==> src/rtl/systolic_feeder_pkg.sv <==
// Shared definitions for the systolic feeder and the array top that consumes its streams.
package systolic_feeder_pkg;

    localparam int DEFAULT_WIDTH = 8;
    localparam int DEFAULT_N     = 4;
    localparam int LEN_W         = 8;

    typedef enum logic [1:0] {
        IDLE  = 2'd0,
        FEED  = 2'd1,
        FLUSH = 2'd2
    } feeder_state_e;

endpackage

==> src/rtl/systolic_feeder_if.sv <==
// Job control, operand input handshake and skewed output streams of the feeder.
interface systolic_feeder_if
    import systolic_feeder_pkg::*;
#(
    parameter int WIDTH = DEFAULT_WIDTH,
    parameter int N     = DEFAULT_N
);
    logic               start;
    logic [LEN_W-1:0]   len;
    logic               in_valid;
    logic               in_ready;
    logic [N*WIDTH-1:0] in_a;
    logic [N*WIDTH-1:0] in_b;
    logic [N*WIDTH-1:0] out_a;
    logic [N*WIDTH-1:0] out_b;
    logic [N-1:0]       out_valid;
    logic               acc_clr;
    logic               busy;
    logic               done;

    modport master (
        output start, len, in_valid, in_a, in_b,
        input  in_ready, out_a, out_b, out_valid, acc_clr, busy, done
    );

    modport slave (
        input  start, len, in_valid, in_a, in_b,
        output in_ready, out_a, out_b, out_valid, acc_clr, busy, done
    );
endinterface

==> src/rtl/systolic_feeder_skew_line.sv <==
// DEPTH-stage data/valid delay line; data is forced to zero in any stage without a valid beat.
module skew_line #(
    parameter int WIDTH = 8,
    parameter int DEPTH = 1
) (
    input  logic             clk,
    input  logic             rst,
    input  logic [WIDTH-1:0] in_data,
    input  logic             in_valid,
    output logic [WIDTH-1:0] out_data,
    output logic             out_valid
);
    logic [DEPTH:1]   vld_pipe;
    logic [WIDTH-1:0] dat_pipe [1:DEPTH];

    always_ff @(posedge clk or posedge rst) begin
        if (rst) begin
            vld_pipe <= '0;
            for (int s = 1; s <= DEPTH; s++) dat_pipe[s] <= '0;
        end else begin
            vld_pipe[1] <= in_valid;
            dat_pipe[1] <= in_valid ? in_data : '0;
            for (int s = 2; s <= DEPTH; s++) begin
                vld_pipe[s] <= vld_pipe[s-1];
                dat_pipe[s] <= dat_pipe[s-1];
            end
        end
    end

    assign out_data  = dat_pipe[DEPTH];
    assign out_valid = vld_pipe[DEPTH];
endmodule

==> src/rtl/systolic_feeder.sv <==
// Feeds K operand beats into an N-lane systolic array, skewing lane i by i+1 cycles.
module systolic_feeder
    import systolic_feeder_pkg::*;
#(
    parameter int WIDTH = DEFAULT_WIDTH,
    parameter int N     = DEFAULT_N
) (
    input  logic              clk,
    input  logic              rst,
    systolic_feeder_if.slave  bus
);
    localparam int FW = (N > 1) ? $clog2(N) : 1;

    feeder_state_e    state;
    logic [LEN_W-1:0] cnt;
    logic [FW-1:0]    fcnt;
    logic             acc_clr_q;
    logic             done_q;
    logic             accept;

    assign accept       = (state == FEED) && bus.in_valid;
    assign bus.in_ready = (state == FEED);
    assign bus.busy     = (state != IDLE);
    assign bus.acc_clr  = acc_clr_q;
    assign bus.done     = done_q;

    always_ff @(posedge clk or posedge rst) begin
        if (rst) begin
            state     <= IDLE;
            cnt       <= '0;
            fcnt      <= '0;
            acc_clr_q <= 1'b0;
            done_q    <= 1'b0;
        end else begin
            acc_clr_q <= 1'b0;
            done_q    <= 1'b0;
            case (state)
                IDLE: begin
                    // A start coinciding with a done pulse belongs to the finished job.
                    if (bus.start && !done_q) begin
                        if (bus.len == '0) begin
                            done_q <= 1'b1;
                        end else begin
                            state     <= FEED;
                            cnt       <= bus.len;
                            acc_clr_q <= 1'b1;
                        end
                    end
                end
                FEED: begin
                    if (accept) begin
                        cnt <= cnt - LEN_W'(1);
                        if (cnt == LEN_W'(1)) begin
                            state  <= FLUSH;
                            fcnt   <= FW'(N - 1);
                            done_q <= (N == 1);
                        end
                    end
                end
                FLUSH: begin
                    // done lines up with the last lane emitting the final beat.
                    if (fcnt == '0) begin
                        state <= IDLE;
                    end else begin
                        fcnt   <= fcnt - FW'(1);
                        done_q <= (fcnt == FW'(1));
                    end
                end
                default: state <= IDLE;
            endcase
        end
    end

    for (genvar i = 0; i < N; i++) begin : g_lane
        logic [WIDTH-1:0] a_d, b_d;
        logic             a_v, b_v;

        skew_line #(.WIDTH(WIDTH), .DEPTH(i + 1)) u_skew_a (
            .clk      (clk),
            .rst      (rst),
            .in_data  (bus.in_a[i*WIDTH +: WIDTH]),
            .in_valid (accept),
            .out_data (a_d),
            .out_valid(a_v)
        );

        skew_line #(.WIDTH(WIDTH), .DEPTH(i + 1)) u_skew_b (
            .clk      (clk),
            .rst      (rst),
            .in_data  (bus.in_b[i*WIDTH +: WIDTH]),
            .in_valid (accept),
            .out_data (b_d),
            .out_valid(b_v)
        );

        assign bus.out_a[i*WIDTH +: WIDTH] = a_d;
        assign bus.out_b[i*WIDTH +: WIDTH] = b_d;
        assign bus.out_valid[i]            = a_v & b_v;
    end
endmodule

==> src/flat_wrapper.sv <==
// flat-port wrapper written by rule: the top's interface ports become plain ports
module systolic_feeder_flat import systolic_feeder_pkg::*;
#(
    parameter int WIDTH = DEFAULT_WIDTH,
    parameter int N     = DEFAULT_N
)
  (clk, rst, bus_start, bus_len, bus_in_valid, bus_in_a, bus_in_b, bus_in_ready, bus_out_a, bus_out_b, bus_out_valid, bus_acc_clr, bus_busy, bus_done);
  systolic_feeder_if #(.WIDTH(WIDTH), .N(N)) bus_i ();
  input  logic clk;
  input  logic rst;
  input wire logic [$bits(bus_i.start)-1:0] bus_start;
  input wire logic [$bits(bus_i.len)-1:0] bus_len;
  input wire logic [$bits(bus_i.in_valid)-1:0] bus_in_valid;
  input wire logic [$bits(bus_i.in_a)-1:0] bus_in_a;
  input wire logic [$bits(bus_i.in_b)-1:0] bus_in_b;
  output wire logic [$bits(bus_i.in_ready)-1:0] bus_in_ready;
  output wire logic [$bits(bus_i.out_a)-1:0] bus_out_a;
  output wire logic [$bits(bus_i.out_b)-1:0] bus_out_b;
  output wire logic [$bits(bus_i.out_valid)-1:0] bus_out_valid;
  output wire logic [$bits(bus_i.acc_clr)-1:0] bus_acc_clr;
  output wire logic [$bits(bus_i.busy)-1:0] bus_busy;
  output wire logic [$bits(bus_i.done)-1:0] bus_done;
  assign bus_i.start = bus_start;
  assign bus_i.len = bus_len;
  assign bus_i.in_valid = bus_in_valid;
  assign bus_i.in_a = bus_in_a;
  assign bus_i.in_b = bus_in_b;
  assign bus_in_ready = bus_i.in_ready;
  assign bus_out_a = bus_i.out_a;
  assign bus_out_b = bus_i.out_b;
  assign bus_out_valid = bus_i.out_valid;
  assign bus_acc_clr = bus_i.acc_clr;
  assign bus_busy = bus_i.busy;
  assign bus_done = bus_i.done;
  systolic_feeder #(.WIDTH(WIDTH), .N(N)) u_core (.clk(clk), .rst(rst), .bus(bus_i));
endmodule
==> config.mk <==
export PLATFORM = sky130hd
export DESIGN_NAME = systolic_feeder_flat
export DESIGN_NICKNAME = d
export VERILOG_FILES = /design/src/rtl/systolic_feeder_pkg.sv /design/src/rtl/systolic_feeder_if.sv /design/src/rtl/systolic_feeder_skew_line.sv /design/src/rtl/systolic_feeder.sv /design/src/flat_wrapper.sv
export SDC_FILE = /design/constraint.sdc
export NUM_CORES = 1
export LEC_CHECK = 0
export ABC_AREA = 1
export CELL_PAD_IN_SITES_DETAIL_PLACEMENT = 1
export CELL_PAD_IN_SITES_GLOBAL_PLACEMENT = 2
export CORE_AREA = 2 2 130 145
export DETAILED_ROUTE_END_ITERATION = 8
export DIE_AREA = 0 0 132 147
export GPL_TIMING_DRIVEN = 1
export PLACE_DENSITY = 0.87
export RECOVER_POWER = 25
export SLEW_MARGIN = 20
export SYNTH_ARGS = -nofsm -noshare
export SYNTH_HDL_FRONTEND = slang
export SYNTH_SLANG_ARGS = --single-unit
export TNS_END_PERCENT = 20
==> constraint.sdc <==
create_clock -name clk -period 10.8 [get_ports clk]
set_input_delay 2.16 -clock clk [delete_from_list [all_inputs] [get_ports clk]]
set_output_delay 2.16 -clock clk [all_outputs]
set_load 0.02 [all_outputs]
## Yosys cells after proc, flatten, opt, wreduce, memory -nomap -nowiden

Index checks and enable logic that the tools add are counted.

- Bits of input ports: 76
- Bits in registers: 193
- Logic and storage cells: 88
- Output and inout bits: 72

- Bitwise operators: 3
- Add/sub/neg operators: 2
- Mux-type cells: 29
- Equality and inequality tests: 10
- Reductions and logical operators: 12

Operators by type and width:

| kind | count |
|---|---|
| 8-bit 2-to-1 mux | 11 |
| 2-bit 2-to-1 mux | 8 |
| 8-bit case mux with 2 select lines | 1 |
| 8-bit by 1-bit equality test with 1-bit output (second input constant) | 1 |
| 8-bit zero test | 1 |
| 2-bit by 1-bit inequality test with 1-bit output (second input constant) | 4 |
| 4-bit AND reduction | 2 |
| 8-bit by 1-bit subtractor with 8-bit output (second input constant) | 1 |
| 1-bit 2-to-1 mux | 6 |
| 2-bit case mux with 3 select lines | 1 |
| 2-bit nonzero test | 3 |
| 5-bit AND reduction | 1 |
| 2-bit by 1-bit equality test with 1-bit output (second input constant) | 2 |
| 2-bit zero test | 2 |
| 2-bit inequality test (second input constant) | 2 |
| 2-bit case mux with 2 select lines | 1 |
| 1-bit AND | 3 |
| 2-bit equality test (second input constant) | 1 |
| 1-bit logical AND | 2 |
| 1-bit case mux with 2 select lines | 1 |
| 2-bit by 1-bit subtractor with 2-bit output (second input constant) | 1 |
| 1-bit zero test | 1 |

## Logic depth before layout (Yosys ltp)

- Depth after elaboration: 4
- Mapped depth: 9
- Mapped depth without buffers: 9

## Cells and area by module

From an unflattened synthesis, not the netlist that was laid out.

- Cells, all modules: 517
- Area, all modules: 6401.1 um2

By module, submodules not included:

| module | area each (um2) | cells an instance | times used |
|---|---|---|---|
| skew_line (u_core.g_lane[3].u_skew_a ...) | 1029.7 | 62 | 2 |
| skew_line (u_core.g_lane[2].u_skew_a ...) | 804.5 | 53 | 2 |
| skew_line (u_core.g_lane[1].u_skew_a ...) | 579.3 | 44 | 2 |
| systolic_feeder | 985.9 | 145 | 1 |
| skew_line (u_core.g_lane[0].u_skew_a ...) | 294.0 | 27 | 2 |

## Worst setup path before layout

Ideal clock, no wire load.

- Kind: input to register
- From: input port bus_len[6]
- To: register u_core.cnt[0]
- Path buffers: 1
- Path slack: 7.777 ns
- Data required time: 10.681 ns
- Arrival time: 2.904 ns
- Stages on the path: 7
- Cell sequence: nor2_1 > nand3_1 > o21ai_4 > nand2_2 > buf_6 > nand2_1 > o21ai_2

- Word-level cells in the longest chain between the ends: 3

RTL lines:

| what | RTL line | text |
|---|---|---|
| from (decl) | flat_wrapper.sv:12 | `input wire logic [$bits(bus_i.len)-1:0] bus_len;` |
| 8-bit zero test | systolic_feeder.sv:41 | `if (bus.len == '0) begin` |
| 2-bit inequality test (no source line) | -- |  |
| 4-bit AND reduction (no source line) | -- |  |
| to (signal assigned) | systolic_feeder.sv:45 | `cnt <= bus.len;` |
| to (signal assigned) | systolic_feeder.sv:52 | `cnt <= cnt - LEN_W'(1);` |
| to (decl) | systolic_feeder.sv:15 | `logic [LEN_W-1:0] cnt;` |

Every way passes these cells.
A chain may end at the register's enable or synchronous reset.

==> impl_results.md <==
* Status: finished, violations left
* Failing checks: max-capacitance violations, max-slew violations
* Syn Nets at 566
* Antenna cells at 0
* Worst-path clk slew at 60 ps
* Die X at 132 um
* Avg Inst Size Synth at 12.3 um^2
* Share of cells above drive strength 1 at 8.42%
* Die Height at 147 um
* Number of I/O pins at 148
* Fmax at 168 MHz
* CP Class: in2async
* Post-synth EDFFs at 0
* # rows at 52
* P_leak at 3.97 nW
* Post-DRT Antenna Nets at 0
* Clock Skews at 9.64 ps
* Slew HR at -202%
* Final Critical Period at 5950 ps
* Hold Path Class: reg2reg
* Commonest cells post-synth: dfrtp_1 (178), inv_1 (86), nor2_1 (76), buf_4 (52), nand2_1 (34)
* Die area at 0.0194 mm^2
* Clock Sink Count at 178
* Longest Clk Path Bufs at 2
* Post-layout power at 0.00177 W
* Slew @ Worst Pin at 4510 ps
* Core area at 0.0180 mm^2
* Final setup TNS at 0 ps
* Initial DRC count at 129
* # resized after CTS at 0
* Grt total ovfl at 0
* Cells after Synth at 486
* Layout area overhead at 31.7%
* Gr usage total at 13.0%
* Via count at 3,377
* Skew-Pair Late Insertion Delay at 420 ps
* Clock root buffer: clkbuf_16
* First-pass GRT wire length at 19,500 um
* Starting Density at 33.2%
* Hold Vio Cnt, Final at 0
* # DRC at 0
* Setup slack after layout at 4850 ps
* Seq/Total Area, Yosys at 74.5%
* Req. time, crit path at 11,220 ps
* CP delay by family, top: buffers and inverters
* Avg WL per Cell at 13.9 um
* Port bufs at 147
* Synth top area cells: dfrtp_1 (74%), buf_4 (6.5%), inv_1 (5.4%)
* Yosys cell types at 23
* Critical path fanouts, max at 107
* RSZ-0062 raised after global routing: false
* Routed vias/inst at 3.98
* Crit. End Element: asynchronous set/reset pin
* Data arrival, critical path at 6370 ps
* Max-Cap Viols at 1
* Pin count of the biggest net entering global routing at 108
* Post-CTS Setup Inserts at 0
* Worst-path cell chain: dlygate4sd3_1, clkinvlp_2, buf_4
* Worst stage delay on the critical path at 2510 ps
* Fin crit share at 55.1%
* Dominant cell type by area after synthesis: dfrtp_1
* CP Launch Type: input port
* Pwr Density at 224 mW/mm^2
* Ys Warns at 0
* Async S/R FF share, synth at 100%
* Most numerous cell in the Yosys netlist: dfrtp_1
* Hold buffers post-CTS at 0
* Crit-path slowest cell: clkinvlp_2
* TritonCTS Buffers at 17
* Yosys top cell area share at 74.5%
* Primary FF master, synth: dfrtp_1
* CTS tree: done
* Initial antenna violation count at 0
* Gpl congestion at 0.790
* Final WL at 11,800 um
* Mapped cell area at 0.00598 mm^2
* Pre-CTS WS at 6410 ps
* CP Buf/Inv Count at 3
* FF+latch count, synth at 178
* Hpwl dp at 8400 um
* Max-slew violations at 108
* Pre-Repair DR Iteration Count at 4
* H-tree levels at 4
* Vias in the first global route at 3,879
* NumNets Final at 673
* Final setup viols at 0
* VDD IR max at 125 uV
registers in the layout, summed over array words and instances (netlist names):
| signal | flops |
|---|---|
| u_core.bus.acc_clr | 1 |
| u_core.bus.done | 1 |
| u_core.cnt | 8 |
| u_core.fcnt | 2 |
| u_core.g_lane.u_skew_a.dat_pipe | 48 |
| u_core.g_lane.u_skew_a.out_data | 32 |
| u_core.g_lane.u_skew_a.vld_pipe | 4 |
| u_core.g_lane.u_skew_b.dat_pipe | 48 |
| u_core.g_lane.u_skew_b.out_data | 32 |
| u_core.state | 2 |
metal layers:
metal | GRT usage (%) | wire [um] | vias up
li1 | - | - | 1584
met4 | 5.76 | 238 | 0
met3 | 3.66 | 483 | 16
met1 | 14.2 | 4600 | 1686
met2 | 23.6 | 6440 | 91
met5 | 0 | 0 | -
worst reg2reg max path, delay by kind of cell (launching register included):
| kind | cells | cell delay (ps) |
|---|---|---|
| buf+inv | 2 | 730 |
| simple gates | 4 | 710 |
| flops | 1 | 380 |
| compound gates | 1 | 60 |
area by class of cell:
class | count | area, um^2
multi-input cells | 160 | 746
fillers | 1917 | 10100
clock buffers | 18 | 439
repair buffers | 149 | 1490
well taps | 243 | 304
flip-flops and latches | 178 | 4450
inverters | 87 | 328
clock inverters | 14 | 120
metrics by stage:
stage	instances	util, %	hold WS [ps]	area [um^2]
global route	849	43.7	346	7880
global placement	817	40.7	331	7340
floorplan	486	-	331	5980
CTS	849	43.8	346	7900
detailed placement	817	40.7	336	7340
finish	849	43.7	343	7880
worst paths after layout:
path                                                   startpoint  cells after the start                                      to  slack, ps
max                                                           rst                      3  u_core.g_lane[2].u_skew_a.dat_pipe[16]       4850
min                        u_core.g_lane[2].u_skew_a.dat_pipe[19]                      0  u_core.g_lane[2].u_skew_a.dat_pipe[11]        340
max reg2reg                                       u_core.state[0]                      7                           u_core.cnt[1]       8790
min reg2reg                u_core.g_lane[2].u_skew_a.dat_pipe[19]                      0  u_core.g_lane[2].u_skew_a.dat_pipe[11]        340
max in group clk                                  u_core.state[1]                      2                            bus_in_ready       6760
min in group asynchronous                                     rst                      2   u_core.g_lane[2].u_skew_a.dat_pipe[9]       3580
cells in the final DEF (no fill, tap or decap), drive strengths merged:
| master | Yosys | final |
|---|---|---|
| a22o | 1 | 1 |
| buf | 60 | 2 |
| nor2 | 79 | 79 |
| inv | 87 | 93 |
| nand3 | 20 | 20 |
| clkdlybuf4s50 | 0 | 144 |
| nand4 | 1 | 1 |
| or2 | 4 | 4 |
| nand2 | 38 | 38 |
| dfrtp | 178 | 178 |
| dlygate4sd3 | 0 | 3 |
| clkinvlp | 0 | 4 |
| clkinv | 0 | 4 |
| clkbuf | 1 | 18 |
| o21ai | 13 | 13 |
| ha | 4 | 4 |
cell families (layout without fill, tap and decap cells):
group	count (synthesis)	in the layout	share of synthesized area, %
AO/OA/AOI/OAI	14	14	1.61
buffers and inverters	148	268	12.8
adder cells (fa/ha/maj)	4	4	0.837
AND/OR/NAND/NOR	142	142	10.3
flip-flops	178	178	74.5
report_power, final:
group	total, W	leakage (nW)	switching, W	internal, W
Clock	0.000572	0.271	0.000265	0.000308
Sequential	0.000822	2.32	0.0000440	0.000778
Combinational	0.000374	1.38	0.000221	0.000153
Total	0.00177	3.97	0.000530	0.00124
(Power assumes the default switching activity.)
